===== src/rtl/systolic_pkg.sv =====
// Shared definitions for the systolic array sequencing controller:
// FSM state encoding, the wavefront flush length and a constant clog2.
package systolic_pkg;

  localparam int STATE_W = 3;

  localparam logic [STATE_W-1:0] S_IDLE  = 3'd0;
  localparam logic [STATE_W-1:0] S_CLEAR = 3'd1;
  localparam logic [STATE_W-1:0] S_FEED  = 3'd2;
  localparam logic [STATE_W-1:0] S_FLUSH = 3'd3;
  localparam logic [STATE_W-1:0] S_DRAIN = 3'd4;
  localparam logic [STATE_W-1:0] S_DONE  = 3'd5;

  // Cycles for the last wavefront to cross an n x n grid to the bottom-right PE.
  function automatic int flush_len(input int n);
    return 2 * n - 1;
  endfunction

  // Smallest r with 2**r >= value; returns at least 1 so fields never collapse.
  function automatic int clog2(input int value);
    int r;
    r = 1;
    for (int i = 1; i < 31; i++) begin
      if ((1 << i) < value) r = i + 1;
    end
    return r;
  endfunction

endpackage


===== src/rtl/skew_valid_line.sv =====
// Skewed row-valid delay line for the systolic array.
// Lane 0 is the live input; lane i is the input delayed by i unpaused cycles.
// Ports:
//   clk, reset_n : clock, async active-low reset
//   clear        : synchronous clear of all delay stages
//   hold         : freeze the line (tracks the PE input-register pause)
//   din          : operand-issue strobe entering lane 0
//   dout[N-1:0]  : per-row valid mask
module skew_valid_line #(
  parameter int N = 4
) (
  input  logic         clk,
  input  logic         reset_n,
  input  logic         clear,
  input  logic         hold,
  input  logic         din,
  output logic [N-1:0] dout
);

  logic [N-1:1] stage;

  always_ff @(posedge clk or negedge reset_n) begin
    if (!reset_n) begin
      stage <= '0;
    end else if (clear) begin
      stage <= '0;
    end else if (!hold) begin
      for (int i = N - 1; i >= 2; i--) stage[i] <= stage[i-1];
      stage[1] <= din;
    end
  end

  // Lane 0 is combinational so row 0 is flagged in the same cycle it is issued.
  assign dout = {stage, din};

endmodule


===== src/rtl/systolic_array_ctrl.sv =====
// Tile sequencing controller for an N x N systolic array: clears the
// accumulators, issues k_len operand slices (pausing the grid when operands
// are missing), flushes the wavefront, then drains result rows over valid/ready.
// Ports:
//   clk, reset_n          : clock, async active-low reset
//   start, k_len          : tile request and K length (latched on accept)
//   op_valid, op_rd       : operand slice present / consumed
//   k_idx                 : index of the slice being read
//   pause                 : hold for every PE input register
//   clear_acc             : one-cycle accumulator clear
//   row_en                : skewed per-row valid mask
//   out_valid, out_ready  : result row handshake; out_row is the row index
//   busy, done            : tile in progress / one-cycle completion pulse
//
// state | meaning
// IDLE  | waiting for start
// CLEAR | one-cycle accumulator clear
// FEED  | issuing operand slices, paused while op_valid is low
// FLUSH | 2N-1 cycles pushing zeros so the last wavefront lands
// DRAIN | grid frozen, result rows handed out one per handshake
// DONE  | one-cycle completion pulse
module systolic_array_ctrl
  import systolic_pkg::*;
#(
  parameter int N       = 4,
  parameter int K_WIDTH = 8
) (
  input  logic                  clk,
  input  logic                  reset_n,
  input  logic                  start,
  input  logic [K_WIDTH-1:0]    k_len,
  input  logic                  op_valid,
  input  logic                  out_ready,
  output logic                  busy,
  output logic                  done,
  output logic                  pause,
  output logic                  clear_acc,
  output logic                  op_rd,
  output logic [K_WIDTH-1:0]    k_idx,
  output logic [N-1:0]          row_en,
  output logic                  out_valid,
  output logic [clog2(N)-1:0]   out_row
);

  localparam int ROW_W     = clog2(N);
  localparam int FLUSH_LEN = flush_len(N);
  localparam int FL_W      = clog2(FLUSH_LEN);

  logic [STATE_W-1:0] state;
  logic [K_WIDTH-1:0] k_last;
  logic [FL_W-1:0]    flush_cnt;

  always_ff @(posedge clk or negedge reset_n) begin
    if (!reset_n) begin
      state     <= S_IDLE;
      k_idx     <= '0;
      k_last    <= '0;
      flush_cnt <= '0;
      out_row   <= '0;
    end else begin
      case (state)
        S_IDLE: begin
          if (start) begin
            k_last <= k_len - K_WIDTH'(1);
            if (k_len != '0) begin
              state <= S_CLEAR;
              // Cleared on entry so CLEAR already presents slice index 0.
              k_idx <= '0;
            end else begin
              state <= S_DONE;
            end
          end
        end
        S_CLEAR: begin
          state <= S_FEED;
        end
        S_FEED: begin
          if (op_valid) begin
            if (k_idx == k_last) begin
              state     <= S_FLUSH;
              flush_cnt <= FL_W'(FLUSH_LEN - 1);
            end else begin
              k_idx <= k_idx + K_WIDTH'(1);
            end
          end
        end
        S_FLUSH: begin
          if (flush_cnt == '0) begin
            state   <= S_DRAIN;
            out_row <= '0;
          end else begin
            flush_cnt <= flush_cnt - FL_W'(1);
          end
        end
        S_DRAIN: begin
          if (out_ready) begin
            if (out_row == ROW_W'(N - 1)) begin
              state   <= S_DONE;
              out_row <= '0;
            end else begin
              out_row <= out_row + ROW_W'(1);
            end
          end
        end
        S_DONE: begin
          state <= S_IDLE;
        end
        default: begin
          state <= S_IDLE;
        end
      endcase
    end
  end

  always_comb begin
    busy      = 1'b0;
    done      = 1'b0;
    pause     = 1'b0;
    clear_acc = 1'b0;
    op_rd     = 1'b0;
    out_valid = 1'b0;
    case (state)
      S_CLEAR: begin
        busy      = 1'b1;
        clear_acc = 1'b1;
      end
      S_FEED: begin
        busy  = 1'b1;
        op_rd = op_valid;
        pause = !op_valid;
      end
      S_FLUSH: begin
        busy = 1'b1;
      end
      S_DRAIN: begin
        busy      = 1'b1;
        pause     = 1'b1;
        out_valid = 1'b1;
      end
      S_DONE: begin
        done = 1'b1;
      end
      default: begin
        busy = 1'b0;
      end
    endcase
  end

  skew_valid_line #(.N(N)) u_skew (
    .clk     (clk),
    .reset_n (reset_n),
    .clear   (state == S_CLEAR),
    .hold    (pause),
    .din     (op_rd),
    .dout    (row_en)
  );

endmodule


===== config.mk =====
export PLATFORM = sky130hd
export DESIGN_NAME = systolic_array_ctrl
export DESIGN_NICKNAME = d
export VERILOG_FILES = /design/src/rtl/systolic_pkg.sv /design/src/rtl/skew_valid_line.sv /design/src/rtl/systolic_array_ctrl.sv
export SDC_FILE = /design/constraint.sdc
export NUM_CORES = 1
export LEC_CHECK = 0
export BUFFER_PORTS_ARGS = -buffer_cell sky130_fd_sc_hd__buf_2
export CAP_MARGIN = 20
export CORE_AREA = 5 5 61 63
export DETAILED_ROUTE_END_ITERATION = 8
export DIE_AREA = 0 0 66 68
export GPL_ROUTABILITY_DRIVEN = 0
export PLACE_DENSITY_LB_ADDON = 0.2
export SETUP_SLACK_MARGIN = 0.05
export SYNTH_ARGS = -nofsm -noshare
export SYNTH_HDL_FRONTEND = slang
export SYNTH_HIERARCHICAL = 1
export SYNTH_SLANG_ARGS = --single-unit

===== constraint.sdc =====
create_clock -name clk -period 2.2 [get_ports clk]
set_input_delay 0.22 -clock clk [delete_from_list [all_inputs] [get_ports clk]]
set_output_delay 0.22 -clock clk [all_outputs]
set_load 0.01 [all_outputs]

; ---- Word-level counts from Yosys, hierarchy flattened
; Index checks and enable logic that the tools add are counted.
; W data, S select, Z words.
[word_totals]
inputBits = 13
regBits = 27
output_inout_bits = 20
[op_classes]
reduce_logical = 13
addsub = 4
eq_ne = 17
n_mux = 29
[ops]
columns = cell, count
row1 = $mux W3, 12
row2 = $mux W8, 4
row3 = $ne A2 B2 Y1 const B, 9
row4 = $pmux W8 S2, 1
row5 = $pmux W3 S5, 1
row6 = $add A8 B1 Y8 const B, 1
row7 = $eq A8 B8 Y1, 1
row8 = $reduce_bool A8 Y1, 1
row9 = $sub A8 B1 Y8 const B, 1
row10 = $eq A3 B2 Y1 const B, 2
row11 = $eq A3 B3 Y1 const B, 2
row12 = $logic_not A3 Y1, 2
row13 = $mux W2, 3
row14 = $pmux W3 S2, 1
row15 = $reduce_and A6 Y1, 1
row16 = $reduce_bool A2 Y1, 3
row17 = $mux W1, 5
row18 = $reduce_and A5 Y1, 1
row19 = $pmux W2 S2, 1
row20 = $reduce_and A4 Y1, 1
row21 = $reduce_or A4 Y1, 1
row22 = $eq A3 B1 Y1 const B, 1
row23 = $reduce_and A3 Y1, 1
row24 = $sub A3 B1 Y3 const B, 1
row25 = other kinds (6), 6

; ---- Longest topological paths before layout
[logic_depth]
word_depth = 4
depth_mapped = 7
depth_no_buf = 7

; ---- Hierarchy
; Netlist, hierarchy kept.
[by_module_without_submodules]
columns = module, instances, seq_area_each_um2, area_per_inst_um2, cells_each
row1 = systolic_array_ctrl, 1, 600.6, 1503.9, 152
row2 = skew_valid_line, 1, 75.1, 123.9, 10

; ---- Worst setup path before layout
; OpenSTA, ideal clock, no wires.
[synth_path]
path_kind = reg2reg
start = reg state[0]
end = reg k_idx[2]
path_slack_ns = 0.372
setup_time_ns = 0.126
period_less_slack_ns = 1.828
required_time_ns = 2.074
path_stages_with_launch = 7
t_arrival_ns = 1.702
cell_sequence = dfrtp_1 > buf_6 > nor3b_4 > and2_4 > a21boi_4 > a21oi_4 > a221o_1
[synth_between]
elab_chain_cells = 3
[synth_lines]
columns = item, line
row1 = "start, declared", systolic_array_ctrl.sv:49  ; logic [STATE_W-1:0] state;
row2 = "start signal, assigned", systolic_array_ctrl.sv:55  ; state <= S_IDLE;
row3 = "start signal, assigned", systolic_array_ctrl.sv:66  ; state <= S_CLEAR;
row4 = "start signal, assigned", systolic_array_ctrl.sv:70  ; state <= S_DONE;
row5 = $eq A3 B2 Y1 / $logic_not A3 Y1 (equally long branches), systolic_array_ctrl.sv:61  ; case (state)
row6 = $ne A2 B2 Y1 (no source line) / $reduce_bool A2 Y1 (equally long branches), -
row7 = $reduce_and A5 Y1 (no source line), -
row8 = "end signal, assigned", systolic_array_ctrl.sv:83  ; k_idx <= k_idx + K_WIDTH'(1);
row9 = "end, declared", systolic_array_ctrl.sv:39  ; output logic [K_WIDTH-1:0] k_idx,
; Several ways; a longest one is shown, not always the timed one.
; A chain may end at the register's enable or synchronous reset.

; ---- Worst setup path after layout
[layout_path]
start = reg state[0]
end = out pause
[layout_between]
elab_chain_cells = 2
[layout_lines]
columns = item, line
row1 = $eq A3 B3 Y1 / $eq A3 B2 Y1 (equally long branches), systolic_array_ctrl.sv:122  ; case (state)
row2 = $pmux W1 S2 *, systolic_array_ctrl.sv:122
row3 = "end, declared", systolic_array_ctrl.sv:36  ; output logic pause,
; Every way passes the cells marked *; elsewhere a longest branch is shown, timed or not.

==> Implementation_results.wiki <==
{| class="wikitable"
! Metric !! Value
|-
| Final period util || 0.8985
|-
| Average vias per placed instance || 5.359
|-
| Worst relative slew slack || 0.5900
|-
| Overall global routing resource usage || 0.1631
|-
| Endpoints failing hold || 0
|-
| Global-route wire length before repair || 5713 µm
|-
| Area growth from synthesis to layout || 15.45%
|-
| Power density over cell area || 1220 nW/µm²
|-
| Clock Pin Slew Worst Setup and Hold Paths || 0.15 ns
|-
| R2r setup slk || 0.22 ns
|-
| Highest achievable clock rate || 505.9 MHz
|-
| Width of the die || 66 µm
|-
| Overflow left after global routing || 0
|-
| Type of the tightest min-delay check || primary input to flip-flop
|-
| Routed len/inst || 13.78 µm
|-
| Fin crit period || 1.977 ns
|-
| Worst path cell trace || buf_4, nor2_1, and2_1, a21o_2, buf_2
|-
| Max-slew violation count || 0
|-
| CTS tree || built
|-
| Number of cells produced by synthesis || 162
|-
| Hold Crit Depth || 2
|-
| Synth Cell Area || 1628 µm²
|-
| Category of the worst setup path capture point || output port
|-
| Power after layout || 2.294 mW
|-
| Fraction of layout instances using a drive strength above 1 || 0.2965
|-
| Max Clock Skew || 0.002048 ns
|-
| Half-perimeter wire length of the detailed placement result || 2692 µm
|-
| # nets final || 219
|-
| Post-synth EDFFs || 0
|-
| DRC Markers || 0
|-
| Ys Warns || 6
|-
| Pin count of the biggest net entering global routing || 28
|-
| Total non-filler cell area in the finished layout || 1879 µm²
|-
| Uppermost layer routed || met4
|-
| Worst-path cell with the longest stage delay || sky130_fd_sc_hd__dfrtp_1
|-
| Site row count || 21
|-
| Number of nets with antenna violations after detailed routing || 0
|-
| Buffers from clock root to sink, at most || 2
|-
| Chip height || 68 µm
|-
| VDD IR max || 536.6 µV
|-
| I/O pins || 33
|-
| 1st-iter DRT viols || 77
|-
| Synth Flop Type || sky130_fd_sc_hd__dfrtp_1
|-
| Average footprint of a synthesized cell || 10.05 µm²
|-
| Starting utilization of the core area || 0.5120
|-
| Total negative setup slack || 0 ns
|-
| Buffers inserted by post-CTS timing repair || 0
|-
| Worst Reg-to-Reg Cells || 5
|-
| Number of H-tree levels || 1
|-
| Clock tree sinks || 27
|-
| Maximum capacitance violations || 0
|-
| Leakage power figure || 0.9328 nW
|-
| Start-to-end type of the worst setup path || flip-flop to output port
|-
| Detailed-route via count || 1313
|-
| Placement Cell Area || 1843 µm²
|-
| Antenna Diode Count || 0
|-
| Number of distinct library cells after synthesis || 46
|-
| Setup repair after global routing missed its margin || false
|-
| Count of buffers from port buffering || 32
|-
| DRT Pass-1 Iters || 4
|-
| Largest driver fanout on the critical path || 8
|-
| M1 wire length || 1558 µm
|-
| Stage delay of the slowest cell on the critical path || 0.44 ns
|-
| Sum of met3 wire segment lengths after detailed routing || 159 µm
|-
| Mapped Nets || 181
|-
| Number of antenna violations at the first check in global routing || 0
|-
| Seq/Total Area, Yosys || 0.4151
|-
| Number of clock buffers inserted by TritonCTS || 3
|-
| Die footprint || 4488 µm²
|-
| WL final || 3377 µm
|-
| Ys async rst share || 1.000
|-
| WHS Endpoint || k_last[0]
|-
| R2R Path Start || k_idx[4]
|-
| Worst-Skew Late Latency || 0.32 ns
|-
| Setup-violating endpoint count in the final report || 0
|-
| Worst setup SP type || flip-flop
|-
| Root Buffer Master || sky130_fd_sc_hd__clkbuf_4
|-
| Data required time at the worst endpoint || 1.98 ns
|-
| Worst Tran Pin Value || 0.6150 ns
|-
| Vias in the first global route || 1296
|-
| Met2 layer wire length in the routed design || 1640 µm
|-
| Worst endpoint data arrival time || 1.76 ns
|-
| R2R Path End || flush_cnt[1]
|-
| Yosys reg bits || 27
|-
| Core Area || 3179 µm²
|-
| Final Util || 0.5911
|-
| Worst Min Path Start || k_len[0]
|-
| Status || finished clean
|}
registers in the layout, indices dropped and copies added, names as in the netlist:
name          count
out_row           2
k_last            8
state             3
u_skew/stage      3
k_idx             8
flush_cnt         3
worst max path at each step:
stage             start      endpoint  slack [ns]  depth (start not counted)
2_1_floorplan  state[0]      k_idx[2]        0.37                          6
3_3_place_gp   k_idx[4]  flush_cnt[0]        0.34                          5
5_1_grt        k_idx[4]  flush_cnt[1]        0.08                          5
4_1_cts        k_idx[4]  flush_cnt[1]        0.20                          5
6_report       state[0]         pause        0.22                          5
3_5_place_dp   k_idx[4]  flush_cnt[1]        0.24                          5
Yosys cell counts (2+ instances only):
master	instances	area, µm²
sky130_fd_sc_hd__a221o_1	5	50.05
sky130_fd_sc_hd__nor2_1	14	52.55
sky130_fd_sc_hd__buf_6	2	22.52
sky130_fd_sc_hd__mux2i_1	4	40.04
sky130_fd_sc_hd__a21oi_1	4	20.02
sky130_fd_sc_hd__xor2_1	10	87.58
sky130_fd_sc_hd__nand2_1	16	60.06
sky130_fd_sc_hd__and3_1	2	12.51
sky130_fd_sc_hd__nand3_1	6	30.03
sky130_fd_sc_hd__xnor2_1	4	35.03
sky130_fd_sc_hd__buf_2	2	10.01
sky130_fd_sc_hd__ha_1	6	75.07
sky130_fd_sc_hd__nor4_1	2	12.51
sky130_fd_sc_hd__o21ai_0	9	45.04
sky130_fd_sc_hd__inv_1	7	26.28
sky130_fd_sc_hd__a22o_1	3	26.28
sky130_fd_sc_hd__nor3_1	4	20.02
sky130_fd_sc_hd__a211oi_1	2	15.01
sky130_fd_sc_hd__nand2b_1	3	18.77
sky130_fd_sc_hd__nor4_2	2	25.02
sky130_fd_sc_hd__dfrtp_1	27	675.7
sky130_fd_sc_hd__and3_2	4	30.03
cell families after synthesis:
group                      Yosys count  share of synthesized area
and+or+nand+nor                     64                     0.2245
DFF                                 27                     0.4151
xor gates and xnor gates            14                    0.07532
buffers and inverters               12                    0.04074
adders and majority gates            6                    0.04612
muxes                                5                    0.03151
AOI/OAI and AO/OA                   34                     0.1668
where the power goes:
group          switching (mW)  leakage, nW  internal [mW]
sequential              0.224        0.332          0.703
combinational           0.598        0.586          0.552
clock                   0.145       0.0150         0.0708
total                   0.967        0.933           1.33
through the flow:
step / instances / hold slack, ns / setup slack [ns]
2_1_floorplan: 162 / -0.07559 / 0.3716
3_3_place_gp: 240 / 0.2586 / 0.3437
3_5_place_dp: 240 / 0.2631 / 0.2373
4_1_cts: 245 / 0.1004 / 0.1980
5_1_grt: 245 / 0.09461 / 0.08448
6_report: 245 / 0.1034 / 0.2234
layout make-up:
cell class,count,area (µm²)
clock buffers,4,26.28
fillers,289,1300
inverters,7,26.28
multi-input cells,123,885.9
flip-flops and latches,27,675.6
well taps,46,57.56
repair buffers,38,207.7
layout by cell type, fill, tap and decap left out, types with 4 or more instances in the layout:
cell / count
sky130_fd_sc_hd__nor2_1: 14
sky130_fd_sc_hd__inv_1: 7
sky130_fd_sc_hd__and3_2: 4
sky130_fd_sc_hd__o21ai_0: 9
sky130_fd_sc_hd__ha_1: 6
sky130_fd_sc_hd__xor2_1: 10
sky130_fd_sc_hd__nand2_1: 16
sky130_fd_sc_hd__a21oi_1: 4
sky130_fd_sc_hd__dfrtp_1: 27
sky130_fd_sc_hd__nand3_1: 6
sky130_fd_sc_hd__mux2i_1: 4
sky130_fd_sc_hd__nor3_1: 4
sky130_fd_sc_hd__xnor2_1: 4
sky130_fd_sc_hd__buf_2: 32
sky130_fd_sc_hd__buf_4: 5
sky130_fd_sc_hd__a221o_1: 5
critical path: cells and delay by family, from the launching register on:
| kind | cells | cell delay (ns) |
|---|---|---|
| buffers and inverters | 2 | 0.33 |
| AO/OA/AOI/OAI | 1 | 0.17 |
| flip-flops | 1 | 0.44 |
| AND/OR/NAND/NOR | 2 | 0.50 |
routing by layer:
metal	GRT usage	vias to the layer above
li1	-	651
met1	0.2147	635
met2	0.2816	25
met3	0.02299	2
met4	0.04569	0
met5	0	-
repair_timing:
item / CTS / global route
hold buffers: 1 / 0
gates resized for setup: 0 / 0
hold endpoints to repair: 27 / 0
Note: power is estimated with default switching activity, not from simulation.
